## src/rtl/torus_route_unit.sv

```systemverilog
// torus_route_unit: single-stage route-compute register for a 3D torus router.
// Picks the output port for each packet from its head flit using dimension-order
// routing (optionally credit-adaptive between X and Y). The port is latched for
// the body and tail flits. The VC class bit is updated on link wrap.
// Optional feature: define RC_PRIO_DEC_EN to decrement the head CMP field by one
// on HEAD/SINGLE flits, saturating at 0.
module torus_route_unit #(
    parameter int unsigned CUR_X     = 0,
    parameter int unsigned CUR_Y     = 0,
    parameter int unsigned CUR_Z     = 0,
    parameter int unsigned XSIZE     = 4,
    parameter int unsigned YSIZE     = 4,
    parameter int unsigned ZSIZE     = 4,
    parameter int unsigned FLIT_SIZE = 64,
    parameter int unsigned DST_XPOS  = 59,
    parameter int unsigned DST_YPOS  = 55,
    parameter int unsigned DST_ZPOS  = 51,
    parameter int unsigned CMP_POS   = 47,
    parameter int unsigned CMP_LEN   = 8,
    parameter int unsigned ADAPTIVE  = 0,
    parameter int unsigned CW        = 4
) (
    input  logic                 clk,
    input  logic                 rst,
    input  logic                 in_valid,
    output logic                 in_ready,
    input  logic [FLIT_SIZE-1:0] in_flit,
    input  logic [2:0]           in_dir,
    input  logic [6*CW-1:0]      credits,
    output logic                 out_valid,
    input  logic                 out_ready,
    output logic [FLIT_SIZE-1:0] out_flit,
    output logic [2:0]           out_dir,
    output logic                 out_eject,
    output logic                 err
);

    localparam int unsigned XW = $clog2(XSIZE);
    localparam int unsigned YW = $clog2(YSIZE);
    localparam int unsigned ZW = $clog2(ZSIZE);

    localparam logic [2:0] D_XPOS  = 3'd0;
    localparam logic [2:0] D_YPOS  = 3'd1;
    localparam logic [2:0] D_ZPOS  = 3'd2;
    localparam logic [2:0] D_XNEG  = 3'd3;
    localparam logic [2:0] D_YNEG  = 3'd4;
    localparam logic [2:0] D_ZNEG  = 3'd5;
    localparam logic [2:0] D_EJECT = 3'd6;

    localparam logic [1:0] T_BODY   = 2'b00;
    localparam logic [1:0] T_HEAD   = 2'b01;
    localparam logic [1:0] T_TAIL   = 2'b10;
    localparam logic [1:0] T_SINGLE = 2'b11;

    localparam logic [1:0] R_DONE = 2'd0;
    localparam logic [1:0] R_POS  = 2'd1;
    localparam logic [1:0] R_NEG  = 2'd2;

    typedef enum logic {IDLE, IN_PKT} state_t;

    state_t               state;
    logic [2:0]           lat_dir;
    logic [1:0]           ftype;
    logic [XW-1:0]        dx;
    logic [YW-1:0]        dy;
    logic [ZW-1:0]        dz;
    logic [1:0]           xr;
    logic [1:0]           yr;
    logic [1:0]           zr;
    logic [CW-1:0]        cred_x;
    logic [CW-1:0]        cred_y;
    logic [2:0]           route;
    logic                 same_dim;
    logic [FLIT_SIZE-1:0] head_flit;
`ifdef RC_PRIO_DEC_EN
    logic [CMP_LEN-1:0]   cmp;
`endif
    logic                 unused_credits;

    // Per-dimension decision: done, positive or negative; exact half ties to positive.
    function automatic logic [1:0] dim_route(input int unsigned dst, input int unsigned cur,
                                             input int unsigned size);
        int unsigned off;
        off = (dst + size - cur) % size;
        if (off == 0) return R_DONE;
        if ((off << 1) <= size) return R_POS;
        return R_NEG;
    endfunction

    // Dimension index of a link direction (0 X, 1 Y, 2 Z, 3 none).
    function automatic int unsigned dim_of(input logic [2:0] d);
        if (d >= 3'd6) return 3;
        if (d >= 3'd3) return 32'(d - 3'd3);
        return 32'(d);
    endfunction

    // True when leaving this node on direction d crosses the torus wrap-around link.
    function automatic logic wraps(input logic [2:0] d);
        case (d)
            D_XPOS:  return CUR_X == XSIZE - 1;
            D_XNEG:  return CUR_X == 0;
            D_YPOS:  return CUR_Y == YSIZE - 1;
            D_YNEG:  return CUR_Y == 0;
            D_ZPOS:  return CUR_Z == ZSIZE - 1;
            D_ZNEG:  return CUR_Z == 0;
            default: return 1'b0;
        endcase
    endfunction

    assign in_ready       = ~out_valid | out_ready;
    assign ftype          = in_flit[FLIT_SIZE-1 -: 2];
    assign unused_credits = ^{credits[2*CW +: CW], credits[4*CW +: 2*CW]};

    // Route computation and head flit rewrite for the flit currently on the input.
    always_comb begin
        dx        = in_flit[DST_XPOS -: XW];
        dy        = in_flit[DST_YPOS -: YW];
        dz        = in_flit[DST_ZPOS -: ZW];
        xr        = dim_route(32'(dx), CUR_X, XSIZE);
        yr        = dim_route(32'(dy), CUR_Y, YSIZE);
        zr        = dim_route(32'(dz), CUR_Z, ZSIZE);
        cred_x    = (xr == R_NEG) ? credits[3*CW +: CW] : credits[0 +: CW];
        cred_y    = credits[CW +: CW];
        route     = D_EJECT;
        if (zr != R_DONE) route = (zr == R_POS) ? D_ZPOS : D_ZNEG;
        if (yr != R_DONE) route = (yr == R_POS) ? D_YPOS : D_YNEG;
        if (xr != R_DONE) route = (xr == R_POS) ? D_XPOS : D_XNEG;
        if ((ADAPTIVE != 0) && (xr != R_DONE) && (yr == R_POS) && (cred_y > cred_x))
            route = D_YPOS;
        same_dim  = (in_dir < 3'd6) && (dim_of(route) == dim_of(in_dir));
        head_flit = in_flit;
        if (!same_dim)
            head_flit[FLIT_SIZE-3] = 1'b0;
        else if (wraps(route))
            head_flit[FLIT_SIZE-3] = 1'b1;
`ifdef RC_PRIO_DEC_EN
        cmp = in_flit[CMP_POS -: CMP_LEN];
        head_flit[CMP_POS -: CMP_LEN] = (cmp == '0) ? '0 : cmp - CMP_LEN'(1);
`endif
    end

    // Packet FSM, direction latch, output register and sticky error flag.
    always_ff @(posedge clk) begin
        if (rst) begin
            state     <= IDLE;
            lat_dir   <= D_XPOS;
            out_valid <= 1'b0;
            out_flit  <= '0;
            out_dir   <= 3'd0;
            out_eject <= 1'b0;
            err       <= 1'b0;
        end else if (in_valid && in_ready) begin
            out_valid <= 1'b1;
            case (ftype)
                T_HEAD, T_SINGLE: begin
                    out_flit  <= head_flit;
                    out_dir   <= route;
                    out_eject <= (route == D_EJECT);
                    if (ftype == T_HEAD) begin
                        lat_dir <= route;
                        state   <= IN_PKT;
                        if (state == IN_PKT) err <= 1'b1;
                    end
                end
                T_BODY, T_TAIL: begin
                    out_flit <= in_flit;
                    if (state == IDLE) begin
                        out_dir   <= D_EJECT;
                        out_eject <= 1'b1;
                        err       <= 1'b1;
                    end else begin
                        out_dir   <= lat_dir;
                        out_eject <= (lat_dir == D_EJECT);
                        if (ftype == T_TAIL) state <= IDLE;
                    end
                end
                default: begin
                    out_flit <= in_flit;
                end
            endcase
        end else if (out_ready) begin
            out_valid <= 1'b0;
        end
    end

endmodule
```

## config.mk

```make
export PLATFORM = sky130hd
export DESIGN_NAME = torus_route_unit
export DESIGN_NICKNAME = d
export VERILOG_FILES = /design/src/rtl/torus_route_unit.sv
export SDC_FILE = /design/constraint.sdc
export NUM_CORES = 1
export LEC_CHECK = 0
export ABC_AREA = 0
export BUFFER_PORTS_ARGS = -buffer_cell sky130_fd_sc_hd__buf_2
export CORE_ASPECT_RATIO = 0.7
export CORE_MARGIN = 4
export CORE_UTILIZATION = 30
export DETAILED_ROUTE_END_ITERATION = 10
export HOLD_SLACK_MARGIN = 0.05
export PLACE_DENSITY = 0.62
export RECOVER_POWER = 100
export SLEW_MARGIN = 20
export SYNTH_ARGS = -nofsm -noshare
export SYNTH_HDL_FRONTEND = slang
export SYNTH_SLANG_ARGS = --single-unit
```

## constraint.sdc

```tcl
create_clock -name clk -period 1.6 [get_ports clk]
set_input_delay 0.16 -clock clk [delete_from_list [all_inputs] [get_ports clk]]
set_output_delay 0.16 -clock clk [all_outputs]
set_load 0.02 [all_outputs]
```

Yosys cells after proc, flatten, opt, wreduce, memory -nomap -nowiden
Cells that the tools add are included.
{"block": "word_totals", "ff_bits": 74, "input_bits": 95, "wordCells": 113}
{"block": "op_classes", "addsub": 5, "reduce_logical": 16, "muxes": 60, "n_eq_ne": 15, "order_cmp": 8, "bitwise": 2}
{"cell": "$mux W32", "n": 6}
{"cell": "$pmux W64 S2", "n": 1}
{"cell": "$logic_not A32 Y1", "n": 3}
{"cell": "$eq A32 B32 Y1", "n": 1}
{"cell": "$mux W2", "n": 15}
{"cell": "$mux W1", "n": 28}
{"cell": "$mux W3", "n": 6}
{"cell": "$eq A3 B3 Y1 const B", "n": 4}
{"cell": "$le A3 B3 Y1 const B", "n": 3}
{"cell": "$eq A2 B1 Y1 const B", "n": 4}
{"cell": "$reduce_bool A2 Y1", "n": 4}
{"cell": "$sub A3 B2 Y4 const B", "n": 2}
{"cell": "$add A2 B1 Y2 const B", "n": 3}
{"cell": "$ge A3 B2 Y1 const B", "n": 2}
{"cell": "$ge A3 B3 Y1 const B", "n": 2}
{"cell": "$ne A2 B2 Y1 const B", "n": 3}
{"cell": "$pmux W1 S2", "n": 3}
{"cell": "$pmux W3 S2", "n": 1}
{"cell": "$eq A2 B2 Y1 const B", "n": 2}
{"cell": "$reduce_and A4 Y1", "n": 1}
{"cell": "$reduce_or A2 Y1", "n": 2}
{"cell": "$eq A3 B2 Y1 const B", "n": 1}
{"cell": "$lt A3 B3 Y1 const B", "n": 1}
{"cell": "$reduce_and A3 Y1", "n": 1}
{"cell": "other kinds (6)", "n": 7}

Depth between registers and ports, before layout
{"block": "depth", "ltp_word": 22, "mapped_depth": 7, "depth_no_buf": 7}

Worst setup path after synthesis
OpenSTA, ideal clock, no wires.
{"block": "synth_timing", "kind": "register to register", "from": "register out_valid", "to": "register out_flit[61]", "path_buffers": 1, "path_stages_with_launch": 7, "setup_time_ps": 103, "t_arrival_ps": 1486, "synth_period_minus_slack_ps": 1590, "setup_slack_ps": 10, "t_required_ps": 1497, "cell_sequence": "dfxtp_1 -> nand2b_1 -> and2_1 -> buf_2 -> nand2_1 -> a41oi_1 -> a2111oi_2"}
{"block": "synth_via", "elab_chain_cells": 3}
{"element": "start: declaration", "line_no": "30", "rtl": "output logic out_valid,"}
{"element": "start signal: assignment", "line_no": "147", "rtl": "out_valid <= 1'b0;"}
{"element": "start signal: assignment", "line_no": "153", "rtl": "out_valid <= 1'b1;"}
{"element": "start signal: assignment", "line_no": "182", "rtl": "out_valid <= 1'b0;"}
{"element": "$not A1 Y1", "line_no": "110", "rtl": "assign in_ready = ~out_valid | out_ready;"}
{"element": "$or A1 B1 Y1", "line_no": "110"}
{"element": "named net in_ready", "line_no": "26", "rtl": "output logic in_ready,"}
{"element": "$logic_and A1 B1 Y1", "line_no": "152", "rtl": "end else if (in_valid && in_ready) begin"}
{"element": "end signal: assignment", "line_no": "156", "rtl": "out_flit <= head_flit;"}
{"element": "end signal: assignment", "line_no": "166", "rtl": "out_flit <= in_flit;"}
{"element": "end signal: assignment", "line_no": "178", "rtl": "out_flit <= in_flit;"}
{"element": "end: declaration", "line_no": "32", "rtl": "output logic [FLIT_SIZE-1:0] out_flit,"}
The timed path passes the listed nets, and every way through them passes these cells.
A chain may end at the register's enable or synchronous reset.

Worst setup path after layout
{"block": "layout_timing", "from": "register out_valid", "to": "register out_flit[61]"}
{"block": "layout_via", "elab_chain_cells": 3}
{"element": "$not A1 Y1", "line_no": "110"}
{"element": "$or A1 B1 Y1", "line_no": "110"}
{"element": "$logic_and A1 B1 Y1", "line_no": "152"}
Every way passes these cells.

==> impl_metrics.yaml <==
run_status:
  status: "finished, final reports clean"
worst_setup_path:
  arrival_ps: 1660
  cp_slowest_cell: "dfxtp_1"
  startpoint_type: "register"
  cp_max_fo: 41
  worstSetupPathDepth: 5
  crit_chain: "nand2b_1, and2_0, buf_12, nor2_1, a2111oi_2"
  critical_path.top_delay_family: "simple AND/OR/NAND/NOR gates"
  r2r.worst_path.cells: 5
  required_ps: 1820
  worstSetupEndpointType: "register"
  slowest_delay_ps: 300
  path_class: "reg -> reg"
  critPathBufInv: 1
detailed_routing:
  dr.pass1.iters: 4
  num_vias: 2924
  drt_iter0_drc: 149
  wire_per_inst_um: 13.0
  drcViolationCount: 0
  drt_wl_total_mm: 8.30
  viasPerCell: 4.57
  final_antenna_net_count: 0
sta:
  period_minus_slack_ps: 1430
  fmaxAchievable_mhz: 698
  tightestPinTransition_ps: 511
  slew_viol_final: 0
  setup_viol: 0
  hold_viol: 0
  tns_ps: 0
  finClkSkew_ps: 5.29
  grt_setup_unrepaired: "false"
  slew_headroom_pct: 66.0
  fin_crit_sh_pct: 89.5
synthesis:
  yosysSeqAreaShare_pct: 50.9
  synthFlopType: "dfxtp_1"
  syn_inst: 372
  mappedNetlistArea_um2: 2910
  async_reset_ff_share_pct: 0
  ys_ff_latch: 74
  syn_nets: 470
  synth_edf_count: 0
  synth.distinct_cells: 38
  ys_warn_count: 0
  syn_area_per_cell_um2: 7.82
grt:
  grtUsageMet2_pct: 22.1
  grt-ovfl-total: 0
  grt_use_met1_pct: 17.3
  grt_pass1_vias: 2726
  met3_usage_pct: 6.80
  antenna_found_initial: 1
  grt_usage_pct: 14.1
  grt_max_degree: 42
  grt_busiest_layer: "met2"
  grt_pass1_wl_mm: 13.3
power:
  leakagePower_nw: 1.64
  p_total_mw: 4.59
  irDropWorstVdd_uv: 561
  power.density_nw_per_um2: 1160
floorplanning:
  dieHeight_um: 90.4
  start_util_pct: 31.4
  core_um2: 9250
  die_area_um2: 11400
  ioPinCount: 166
  core.rowCount: 29
  die_x_um: 126
layout:
  fin_nets: 609
  area_growth_pct: 36.5
  filler_cell_count: 999
  final_common_cell: "nand2_1"
  layout_common_cells: "nand2_1, clkbuf_1, dfxtp_1"
  diodes: 0
  final_layout_size_suffix_gt1_share_pct: 19.2
place:
  gp_congestion: 0.816
  port_buffers: 141
  dp_hpwl_mm: 6.01
clock_network:
  cts_hold_buf: 0
  clkSinkCount: 74
  cts_made_buffers: 9
  htree_levels: 3
  clk_latency_ps: 330
  clk_pin_slew_worst_paths_ps: 60
  clockBufferDepth: 2
  cts_setup_buffers: 0
  clockRootBuffer: "clkbuf_16"
  cts_resized: 0
  cts_tree: "done"
flow_run:
  cap_violations: 0
hold_path:
  hold_path_class: "in -> reg"
  worstHoldPathCells: 3
synthesized netlist by cell type, types with 2 or more instances:
master	n	area share (%)
nand3_1	3	0.52
inv_1	6	0.77
buf_2	8	1.4
ha_1	3	1.3
nand2_1	134	17
nor3_1	3	0.52
nand2b_1	5	1.1
nor2_1	12	1.5
o21ai_0	3	0.52
clkbuf_1	16	2.1
mux2i_1	4	1.4
dfxtp_1	74	51
a21oi_1	72	12
a221o_1	2	0.69
nor2b_1	3	0.65
a211oi_1	2	0.52
per-layer routing:
metal  wire [um]  vias up
met5          13        -
met2        3730      105
met4          81        2
met1        3670     1307
li1            -     1501
met3         802        9
final timing paths:
| check | to | from | slack (ps) |
|---|---|---|---|
| max | out_flit[61]$_SDFFE_PP0P_ | out_valid$_SDFFE_PP0P_ | 170 |
| max reg2reg | out_flit[61]$_SDFFE_PP0P_ | out_valid$_SDFFE_PP0P_ | 170 |
| min | out_flit[5]$_SDFFE_PP0P_ | in_flit[5] | 70 |
| min reg2reg | out_flit[31]$_SDFFE_PP0P_ | out_flit[31]$_SDFFE_PP0P_ | 450 |
kinds of logic after synthesis:
family | share of synthesized area (%)
AOI/OAI and AO/OA | 17.3
adders and majority gates | 1.29
buffers and inverters | 4.73
DFF | 50.9
muxes | 1.38
and+or+nand+nor | 24.3
cell type report:
cell class	instances	area (um2)	share of cell area [%]
timing repair buffer	154	741	18.7
multi-input combinational	266	1290	32.5
sequential	74	1480	37.3
tap	124	155	3.91
clock inverter	3	40.0	1.01
inverter	6	22.5	0.567
clock buffer	13	240	6.05
flip-flops by register name (all words and copies together) (netlist names):
signal	flops
out_dir	3
state	1
err	1
out_flit	64
out_eject	1
out_valid	1
lat_dir	3
per-stage QoR:
stage / utilization, % / area [um2] / worst slack (ps) / hold slack [ps] / instances
floorplan: - / 2910 / 10.4 / 289 / 372
global placement: 41.0 / 3790 / -153 / 400 / 624
detailed placement: 41.0 / 3790 / -161 / 406 / 624
CTS: 44.0 / 4070 / 189 / 53.2 / 640
global route: 42.9 / 3970 / 34.2 / 61.5 / 640
finish: 42.9 / 3970 / 168 / 66.5 / 640
report_power, final:
| group | internal (mW) | switching, mW |
|---|---|---|
| clock | 1.20 | 0.709 |
| combinational | 0.239 | 0.432 |
| sequential | 1.95 | 0.0567 |
| total | 3.40 | 1.20 |
worst register-to-register path, delay by kind of cell, from the launching register on:
kind	cells	cell delay, ps
AO/OA/AOI/OAI	1	260
buffers and inverters	1	250
flip-flops	1	300
AND/OR/NAND/NOR	3	520
Note: power is estimated with default switching activity, not from simulation.
